[config.mk]
export PLATFORM = sky130hd
export DESIGN_NAME = line_window_5x5
export DESIGN_NICKNAME = d
export VERILOG_FILES = /design/src/rtl/line_window_5x5.sv
export SDC_FILE = /design/constraint.sdc
export NUM_CORES = 1
export LEC_CHECK = 0
export CELL_PAD_IN_SITES_DETAIL_PLACEMENT = 1
export CELL_PAD_IN_SITES_GLOBAL_PLACEMENT = 1
export CORE_MARGIN = 3
export CORE_UTILIZATION = 28
export DETAILED_ROUTE_END_ITERATION = 12
export PLACE_DENSITY_LB_ADDON = 0.08
export SYNTH_ARGS = -nofsm -noshare
export SYNTH_HDL_FRONTEND = slang
export SYNTH_SLANG_ARGS = --single-unit
[constraint.sdc]
create_clock -name clock -period 11.33 [get_ports clock]
set_input_delay 1.6995 -clock clock [delete_from_list [all_inputs] [get_ports clock]]
set_output_delay 1.6995 -clock clock [all_outputs]
set_load 0.03 [all_outputs]
[src/rtl/line_window_5x5.sv]
// rtl/line_window_5x5.sv - 5x5 sliding pixel window fed from the six-line buffer bank
//
// Sweeps the buffer read address across one line per start pulse and assembles
// a 5x5 window from the five row outputs, one window per column.
//
// Ports:
//   clock, reset        single clock, synchronous active-high reset
//   start               one-cycle pulse, five rows available (accepted in IDLE)
//   frame_start         clears the line counter (honoured in IDLE)
//   data_in_1..5        buffer row outputs, data_in_1 = top/oldest row
//   read_enable         buffer read enable
//   address_out         buffer read address
//   window_out          pixel (r,c) at [(r*5+c)*DATA_BITS +: DATA_BITS]
//   window_valid        window_out/window_x/window_y valid this cycle
//   window_x, window_y  centre column address and line index
//   line_done           pulse with the last window of the line
//   busy                sweep or drain in progress
//   overrun             sticky, start seen while busy

module line_window_5x5 #(
  parameter int WIDTH     = 640,
  parameter int ADDR_BITS = 10,
  parameter int DATA_BITS = 8,
  parameter int Y_BITS    = 9
) (
  input  logic                    clock,
  input  logic                    reset,
  input  logic                    start,
  input  logic                    frame_start,
  input  logic [DATA_BITS-1:0]    data_in_1,
  input  logic [DATA_BITS-1:0]    data_in_2,
  input  logic [DATA_BITS-1:0]    data_in_3,
  input  logic [DATA_BITS-1:0]    data_in_4,
  input  logic [DATA_BITS-1:0]    data_in_5,
  output logic                    read_enable,
  output logic [ADDR_BITS-1:0]    address_out,
  output logic [25*DATA_BITS-1:0] window_out,
  output logic                    window_valid,
  output logic [ADDR_BITS-1:0]    window_x,
  output logic [Y_BITS-1:0]       window_y,
  output logic                    line_done,
  output logic                    busy,
  output logic                    overrun
);

  localparam logic [ADDR_BITS-1:0] LAST_ADDR = ADDR_BITS'(WIDTH - 1);

  typedef enum logic [1:0] {IDLE, READ, DRAIN} state_t;

  state_t                 state;
  logic                   drain_last;
  logic                   data_valid;
  logic [ADDR_BITS-1:0]   data_addr;
  logic [2:0]             col_count;
  logic [DATA_BITS-1:0]   win    [5][5];
  logic [DATA_BITS-1:0]   row_in [5];

  assign row_in[0] = data_in_1;
  assign row_in[1] = data_in_2;
  assign row_in[2] = data_in_3;
  assign row_in[3] = data_in_4;
  assign row_in[4] = data_in_5;

  for (genvar r = 0; r < 5; r++) begin : g_row
    for (genvar c = 0; c < 5; c++) begin : g_col
      assign window_out[(r*5+c)*DATA_BITS +: DATA_BITS] = win[r][c];
    end
  end

  always_ff @(posedge clock) begin
    if (reset) begin
      state        <= IDLE;
      drain_last   <= 1'b0;
      read_enable  <= 1'b0;
      address_out  <= '0;
      busy         <= 1'b0;
      overrun      <= 1'b0;
      data_valid   <= 1'b0;
      data_addr    <= '0;
      col_count    <= '0;
      window_valid <= 1'b0;
      window_x     <= '0;
      window_y     <= '0;
      line_done    <= 1'b0;
      for (int r = 0; r < 5; r++) begin
        for (int c = 0; c < 5; c++) begin
          win[r][c] <= '0;
        end
      end
    end else begin
      // Read latency is one cycle: data_in_* this cycle belongs to last cycle's address.
      data_valid   <= read_enable;
      data_addr    <= address_out;
      window_valid <= 1'b0;
      line_done    <= 1'b0;

      if (data_valid) begin
        for (int r = 0; r < 5; r++) begin
          for (int c = 0; c < 4; c++) begin
            win[r][c] <= win[r][c+1];
          end
          win[r][4] <= row_in[r];
        end
        if (col_count != 3'd5) begin
          col_count <= col_count + 3'd1;
        end
        // Pre-shift count of 4 or more means this shift completes a full window.
        if (col_count >= 3'd4) begin
          window_valid <= 1'b1;
          window_x     <= data_addr - ADDR_BITS'(2);
          line_done    <= (data_addr == LAST_ADDR);
        end
      end

      if (line_done) begin
        window_y <= window_y + Y_BITS'(1);
      end

      if (start && state != IDLE) begin
        overrun <= 1'b1;
      end

      case (state)
        IDLE: begin
          // frame_start is written before the start branch so a coincident start
          // sweeps this line as y = 0.
          if (frame_start) begin
            window_y <= '0;
          end
          if (start) begin
            state       <= READ;
            read_enable <= 1'b1;
            address_out <= '0;
            busy        <= 1'b1;
            col_count   <= '0;
          end
        end
        READ: begin
          if (address_out == LAST_ADDR) begin
            state       <= DRAIN;
            read_enable <= 1'b0;
            drain_last  <= 1'b0;
          end else begin
            address_out <= address_out + ADDR_BITS'(1);
          end
        end
        DRAIN: begin
          // Two cycles let the last column pass the read and window registers.
          if (drain_last) begin
            state <= IDLE;
            busy  <= 1'b0;
          end else begin
            drain_last <= 1'b1;
          end
        end
        default: begin
          state <= IDLE;
        end
      endcase
    end
  end

endmodule
==> metrics.csv, run 1 <==
metric;value;unit
final worst setup slack;7.27;ns
layout net count;993;
Setup WS pre-CTS;6.66;ns
I/O pins;278;
crit-path cells;clkdlybuf4s50_1 -> buf_4 -> or2_4 -> buf_4;
TritonCTS Buffers;30;
Critical Path RT;11.48;ns
Max Root-Sink Buffers;3;
pin count of the biggest net entering global routing;108;
clock-pin slew on the worst setup and hold paths;0.06;ns
drt wl/cell;17.5;µm
setup TNS;0;ns
area grow syn2layout;43.8;%
headroom to the max-slew limit;31.1;%
Least-Margin Pin Slew;1.03;ns
post-synth top area share;63.3;%
Placed Area;0.0127;mm²
PostCTS Resize Cnt;0;
most frequent cells in the layout;clkdlybuf4s50_1, and2_1, edfxtp_1;
max cap viols;0;
Final Instance Area;0.0136;mm²
Vert. Die Dim;190;µm
EDFF count, synth;200;
Die ar.;0.0361;mm²
most numerous cell on the critical path;buf_4;
syn_area_per_cell;14.3;µm²
Cells after DPL;1353;
number of global-route vias before repair;6166;
Peak VDD IR;0.107;mV
drt pass-1 iters;4;
WL final;24700;µm
synthesized area;0.00949;mm²
fraction of registers with async set/reset;0;%
dpl hpwl;16700;µm
pwr dens;164;mW/mm²
final setup fails;0;
hold buffer count at cts;0;
Clock Skews;0.0132;ns
status;complete, no violations;
Buffers on Ports;277;
Cell variety after synth;44;
Rows;66;
Worst setup EP type;register;
# clock sinks;251;
syn nets;711;
Pins Over Slew Limit;0;
Synth warnings;0;
Final Critical Period;4.06;ns
DRC Markers;0;
First DRT Iteration DRCs;380;
H-tree Lvls;1;
antenna violations before repair;0;
Setup Buffers After CTS;0;
Starting Density;28.8;%
Critical Path Source Type;primary input;
RSZ-0062 raised after global routing;false;
Final Hold Viols;0;
largest area contributor in the netlist;edfxtp_1;
gp weighted congestion;0.746;
Detail Route Antenna Nets;0;
synth top area cells;edfxtp_1, and2_1, dfxtp_1;
gr usage total;13.1;%
Crit Path Class;primary input to register;
Remaining Overflow, GRT;0;
Non-Filler Instances;1408;
Pleak;4.98;nW
prevailing post-synth register cell;edfxtp_1;
Post-Syn Instances;661;
WHS;0.451;ns
sequential fraction of the synthesis area;74.1;%
share of layout cells above drive strength 1;4.97;%
crit share post-route;35.8;%
fill count;3408;
WP buf/inv;3;
Largest stage delay, worst path;0.88;ns
vias after detailed routing;5917;
detail-routed via count per cell;4.20;
Critical Path Slowest Stage Cell;buf_4;
diode count;0;
CTS tree;built;
Max Clock Freq;247;MHz
Core ar.;0.0329;mm²
Arrival @ worst endpoint;4.21;ns
Die W;190;µm
Root Driver;clkbuf_16;
Clk Latency, worst-skew pair;0.54;ns
commonest non-fill, non-tap cell in the layout;clkdlybuf4s50_1;
delay-heaviest family, CP;buffers and inverters;
Hold Path Class;register to register;
first-pass GRT wire length;37200;µm
synthesized flop and latch total;251;
critical path fanouts, max;80;
## layout make-up
type                    instances  area [µm²]  share of cell area [%]
clock buffers                  41         813                    5.96
clock inverters                14         110                   0.807
inverters                       8        30.0                   0.220
multi-input cells             370        2300                    16.9
flip-flops and latches        251        7030                    51.5
well taps                     442         553                    4.05
repair buffers                282        2810                    20.6
## metal layers
metal / part of all wire [%] / vias up / GRT usage [%] / wire length (µm)
li1: - / 2879 / - / -
met1: 43 / 2804 / 17.3 / 10700
met2: 45 / 196 / 20.2 / 11000
met3: 9.8 / 38 / 5.01 / 2420
met4: 2.4 / 0 / 3.36 / 604
met5: 0 / - / 0 / 0
## per-stage QoR
step | power, mW | util (%)
2_1_floorplan | 1.23 | -
3_3_place_gp | 1.36 | 38.6
3_5_place_dp | 1.36 | 38.6
4_1_cts | 2.29 | 41.4
5_1_grt | 2.34 | 41.4
6_report | 2.24 | 41.4
## registers in the layout, indices dropped and copies added, names as in the netlist, 2 cells and up
register,flops
data_addr,10
state,2
win,200
col_count,3
window_x,10
address_out,10
window_y,9
## report_power, final
group          switching, mW  internal [mW]  total [mW]
logic                  0.162         0.0994       0.262
clock network          0.366          0.542       0.908
registers             0.0233           1.05        1.07
## synthesized netlist by cell type (3+ instances only)
cell type / instances
o21ai_0: 8
clkbuf_1: 26
and3_1: 3
nand3_1: 11
and2_1: 201
ha_1: 6
xor2_1: 7
nor2_1: 32
a211oi_1: 8
dfxtp_1: 51
a311oi_1: 3
a21oi_1: 11
edfxtp_1: 200
xnor2_1: 6
nor3_1: 9
or3_1: 5
nand2_1: 14
inv_1: 8
nand4_1: 4
nor2b_1: 14
## path summary, 6_finish.rpt
kind / startpoint / endpoint / cells after the start / slack (ns)
min: overrun / overrun / 2 / 0.45
max: reset / win[0][73] / 4 / 7.27
max reg2reg: data_valid / win[0][73] / 2 / 8.95
min reg2reg: overrun / overrun / 2 / 0.45
## cells by family after synthesis
kind of cell	share of synthesized area [%]
AOI/OAI and AO/OA	2.80
buffers and inverters	1.77
muxes	0.448
DFF	74.1
xor gates and xnor gates	1.20
adders and majority gates	0.791
and+or+nand+nor	18.9
## worst reg2reg max path: cells and delay by family, from the launching register on
kind,cells,cell delay [ns]
buffers and inverters,1,0.88
AND/OR/NAND/NOR,1,0.62
flip-flops,1,0.40
Note: power is estimated with default switching activity, not from simulation.
==> run 2, diff against run 1 <==
Clock period 11.33 ns to 3.8 ns, I/O delays scaled along.
==> metrics.csv, run 2 (same netlist as run 1, synthesis figures left out) <==
metric;value;unit
Final Hold Viols;0;
final setup fails;0;
# clock sinks;251;
Buffers on Ports;277;
pwr dens;489;mW/mm²
Clk Latency, worst-skew pair;0.54;ns
Critical Path Slowest Stage Cell;clkdlybuf4s50_1;
dpl hpwl;16600;µm
Crit Path Class;register to output pin;
Critical Path Source Type;register;
delay-heaviest family, CP;buffers and inverters;
Core ar.;0.0329;mm²
R2R setup slack;1.99;ns
Final Critical Period;2.35;ns
hold buffer count at cts;0;
setup TNS;0;ns
fill count;3388;
Pins Over Slew Limit;0;
crit-path cells;clkdlybuf4s50_1;
pin count of the biggest net entering global routing;113;
crit share post-route;61.9;%
DRC Markers;0;
Rows;66;
gp weighted congestion;0.747;
diode count;0;
TritonCTS Buffers;30;
share of layout cells above drive strength 1;5.68;%
Largest stage delay, worst path;0.74;ns
Top reg by flops;win;
Setup WS pre-CTS;1.26;ns
WL final;24200;µm
detail-routed via count per cell;4.22;
Total Power;6.70;mW
Worst setup EP type;output pin;
Vert. Die Dim;190;µm
Die ar.;0.0361;mm²
Root Driver;clkbuf_16;
Largest register FFs;200;
final worst setup slack;1.45;ns
vias after detailed routing;5947;
Die W;190;µm
Clock Skews;0.0116;ns
Detail Route Antenna Nets;0;
gr usage total;13.0;%
drt wl/cell;17.2;µm
critical path fanouts, max;8;
layout net count;994;
Arrival @ worst endpoint;1.78;ns
I/O pins;278;
max cap viols;0;
WP buf/inv;1;
Least-Margin Pin Slew;0.917;ns
Max Root-Sink Buffers;3;
area grow syn2layout;44.5;%
Max Clock Freq;425;MHz
Remaining Overflow, GRT;0;
CTS tree;built;
status;complete, no violations;
Peak VDD IR;0.314;mV
RSZ-0062 raised after global routing;false;
most frequent cells in the layout;clkdlybuf4s50_1, and2_1, edfxtp_1;
number of global-route vias before repair;6271;
PostCTS Resize Cnt;0;
H-tree Lvls;1;
Hold Path Class;register to register;
commonest non-fill, non-tap cell in the layout;clkdlybuf4s50_1;
headroom to the max-slew limit;38.9;%
clock-pin slew on the worst setup and hold paths;0.06;ns
First DRT Iteration DRCs;385;
first-pass GRT wire length;37400;µm
drt pass-1 iters;4;
Critical Path RT;3.23;ns
antenna violations before repair;0;
Setup Buffers After CTS;0;
Pleak;5.01;nW
Starting Density;28.8;%
-- run 2: cell types whose count changed in the layout (fill, tap and decap cells not counted) --
cell,change
clkinv_1,-5
buf_12,+2
inv_6,+1
bufinv_16,-2
clkbuf_8,+7
buf_4,-1
-- run 2: worst reg2reg max path, cell delays in order, from the launching register on --
cell and delay, ns:
dfxtp_1 0.40, ha_1 0.21, and3_1 0.34, and4_4 0.35
nor2_2 0.09, mux2_2 0.30
-- run 2: where the power goes --
group,switching [mW],internal [mW],total [mW]
combinational,0.484,0.302,0.785
clock,1.10,1.63,2.72
sequential,0.0678,3.13,3.19
total,1.65,5.05,6.70
-- run 2: per-stage QoR --
stage	hold slack, ns	cell area, µm²	std cells	util, %
floorplan	0.420	9490	661	-
detailed placement	0.445	12800	1354	38.7
finish	0.448	13700	1410	41.6
global placement	0.437	12800	1354	38.7
global route	0.471	13700	1410	41.6
CTS	0.453	13700	1410	41.6
-- run 2: cell type report --
class,count,area [µm²],share of cell area [%]
clock buffers,48,910,6.64
multi-input cells,370,2300,16.8
clock inverters,8,40.0,0.292
repair buffers,283,2840,20.7
well taps,442,553,4.04
flip-flops and latches,251,7030,51.3
inverters,8,30.0,0.219
-- run 2: path summary, 6_finish.rpt --
check,startpoint,endpoint,cells past startpoint
setup / recovery,address_out[4],address_out[4],1
hold / removal,overrun,overrun,2
setup reg to reg,address_out[0],address_out[0],5
hold reg to reg,overrun,overrun,2
-- run 2: per-layer routing --
| metal | track usage, % | up-vias | part of all wire (%) | wire, µm |
|---|---|---|---|---|
| met2 | 20.1 | 188 | 44 | 10600 |
| li1 | - | 2875 | - | - |
| met4 | 3.24 | 0 | 2.3 | 549 |
| met1 | 17.5 | 2845 | 44 | 10800 |
| met3 | 4.75 | 39 | 9.4 | 2280 |
| met5 | 0 | - | 0 | 0 |
==> run 3, diff against run 2 <==
Clock period 3.8 ns to 2.4 ns, I/O delays scaled along.
==> metrics.csv, run 3 (same netlist as run 1, synthesis figures left out) <==
metric;value;unit
Least-Margin Pin Slew;0.723;ns
detail-routed via count per cell;4.23;
Final Instance Area;0.0138;mm²
Pleak;5.05;nW
setup TNS;0;ns
Peak VDD IR;0.526;mV
Worst setup EP type;output pin;
Hold Path Class;register to register;
Critical Path Slowest Stage Cell;clkdlybuf4s50_1;
hold path start;overrun;
Crit Path Class;register to output pin;
# clock sinks;251;
WL final;24800;µm
Total Power;10.7;mW
Starting Density;28.8;%
first-pass GRT wire length;37600;µm
commonest non-fill, non-tap cell in the layout;clkdlybuf4s50_1;
Clk Latency, worst-skew pair;0.55;ns
drt wl/cell;17.5;µm
Root Driver;clkbuf_16;
delay-heaviest family, CP;buffers and inverters;
area grow syn2layout;45.5;%
launch point of the worst path;address_out[4];
First DRT Iteration DRCs;356;
Rows;66;
Remaining Overflow, GRT;0;
Util after Layout;41.9;%
headroom to the max-slew limit;51.8;%
final setup fails;0;
diode count;0;
Final Hold Viols;0;
DRC Markers;0;
pwr dens;772;mW/mm²
clock-pin slew on the worst setup and hold paths;0.06;ns
Arrival @ worst endpoint;1.77;ns
R2R setup slack;0.60;ns
reg2reg start;address_out[0];
Placed Area;0.0129;mm²
Clock Skews;0.0115;ns
WP buf/inv;1;
critical path fanouts, max;8;
Largest stage delay, worst path;0.74;ns
PostCTS Resize Cnt;0;
max cap viols;0;
layout net count;1002;
RSZ-0062 raised after global routing;false;
Final Critical Period;2.13;ns
Critical Path Source Type;register;
Largest register FFs;200;
Setup Buffers After CTS;0;
Core ar.;0.0329;mm²
Vert. Die Dim;190;µm
Buffers on Ports;277;
number of global-route vias before repair;6273;
drt pass-1 iters;4;
CTS tree;built;
status;complete, no violations;
most frequent cells in the layout;clkdlybuf4s50_1, and2_1, edfxtp_1;
pin count of the biggest net entering global routing;113;
gr usage total;13.2;%
TritonCTS Buffers;30;
crit-path cells;clkdlybuf4s50_1;
Max Root-Sink Buffers;3;
antenna violations before repair;0;
Critical Path RT;2.04;ns
gp weighted congestion;0.713;
Max Clock Freq;470;MHz
Die W;190;µm
Die ar.;0.0361;mm²
hold buffer count at cts;0;
vias after detailed routing;5990;
H-tree Lvls;1;
Top reg by flops;win;
dpl hpwl;17100;µm
I/O pins;278;
share of layout cells above drive strength 1;6.15;%
Pins Over Slew Limit;0;
Detail Route Antenna Nets;0;
crit share post-route;88.6;%
## run 3: cell count changes in the layout (fill, tap and decap cells not counted), moves of 2 or more
cell       delta
buf_4         +4
bufinv_16     +2
buf_12        +4
clkbuf_8      -7
clkbuf_1      -5
clkinv_1      +7
## run 3: metal layers
layer	up-vias	wire length, µm	global-route usage (%)
met5	-	0	0
met2	207	11100	20.6
met4	0	504	3.33
met1	2849	10500	17.0
li1	2901	-	-
met3	33	2710	5.77
## run 3: area by class of cell
| cell class | count | area (µm²) |
|---|---|---|
| Timing Repair Buffer | 291 | 2950 |
| Multi-Input combinational cell | 370 | 2300 |
| Clock inverter | 19 | 139 |
| Clock buffer | 36 | 795 |
| Fill cell | 3374 | 19200 |
| Tap cell | 442 | 553 |
| Inverter | 8 | 30.0 |
| Sequential cell | 251 | 7030 |
## run 3: final timing paths
check	depth (start not counted)	to
min	2	overrun
max reg2reg	5	address_out[0]
max	1	address_out[4]
min reg2reg	2	overrun
## run 3: worst reg2reg max path, stage by stage (launching register included)
cell and delay, ns:
dfxtp_1 0.36, ha_1 0.24, and3_1 0.28, and4_4 0.24, nor2_2 0.21, mux2_2 0.36
## run 3: through the flow
stage                     setup WS [ns]  hold slack, ns  instances
final                             0.273           0.458       1417
after global routing              0.187           0.446       1417
after CTS                         0.228           0.432       1417
after detailed placement          0.279           0.451       1362
after global placement            0.311           0.439       1362
after floorplan                 0.00755           0.420        661
## run 3: power by group
part           total, mW  switching (mW)  leakage (nW)  internal, mW
registers           5.06           0.110          2.52          4.95
logic               1.27           0.773          2.08         0.501
clock network       4.32            1.77         0.456          2.55
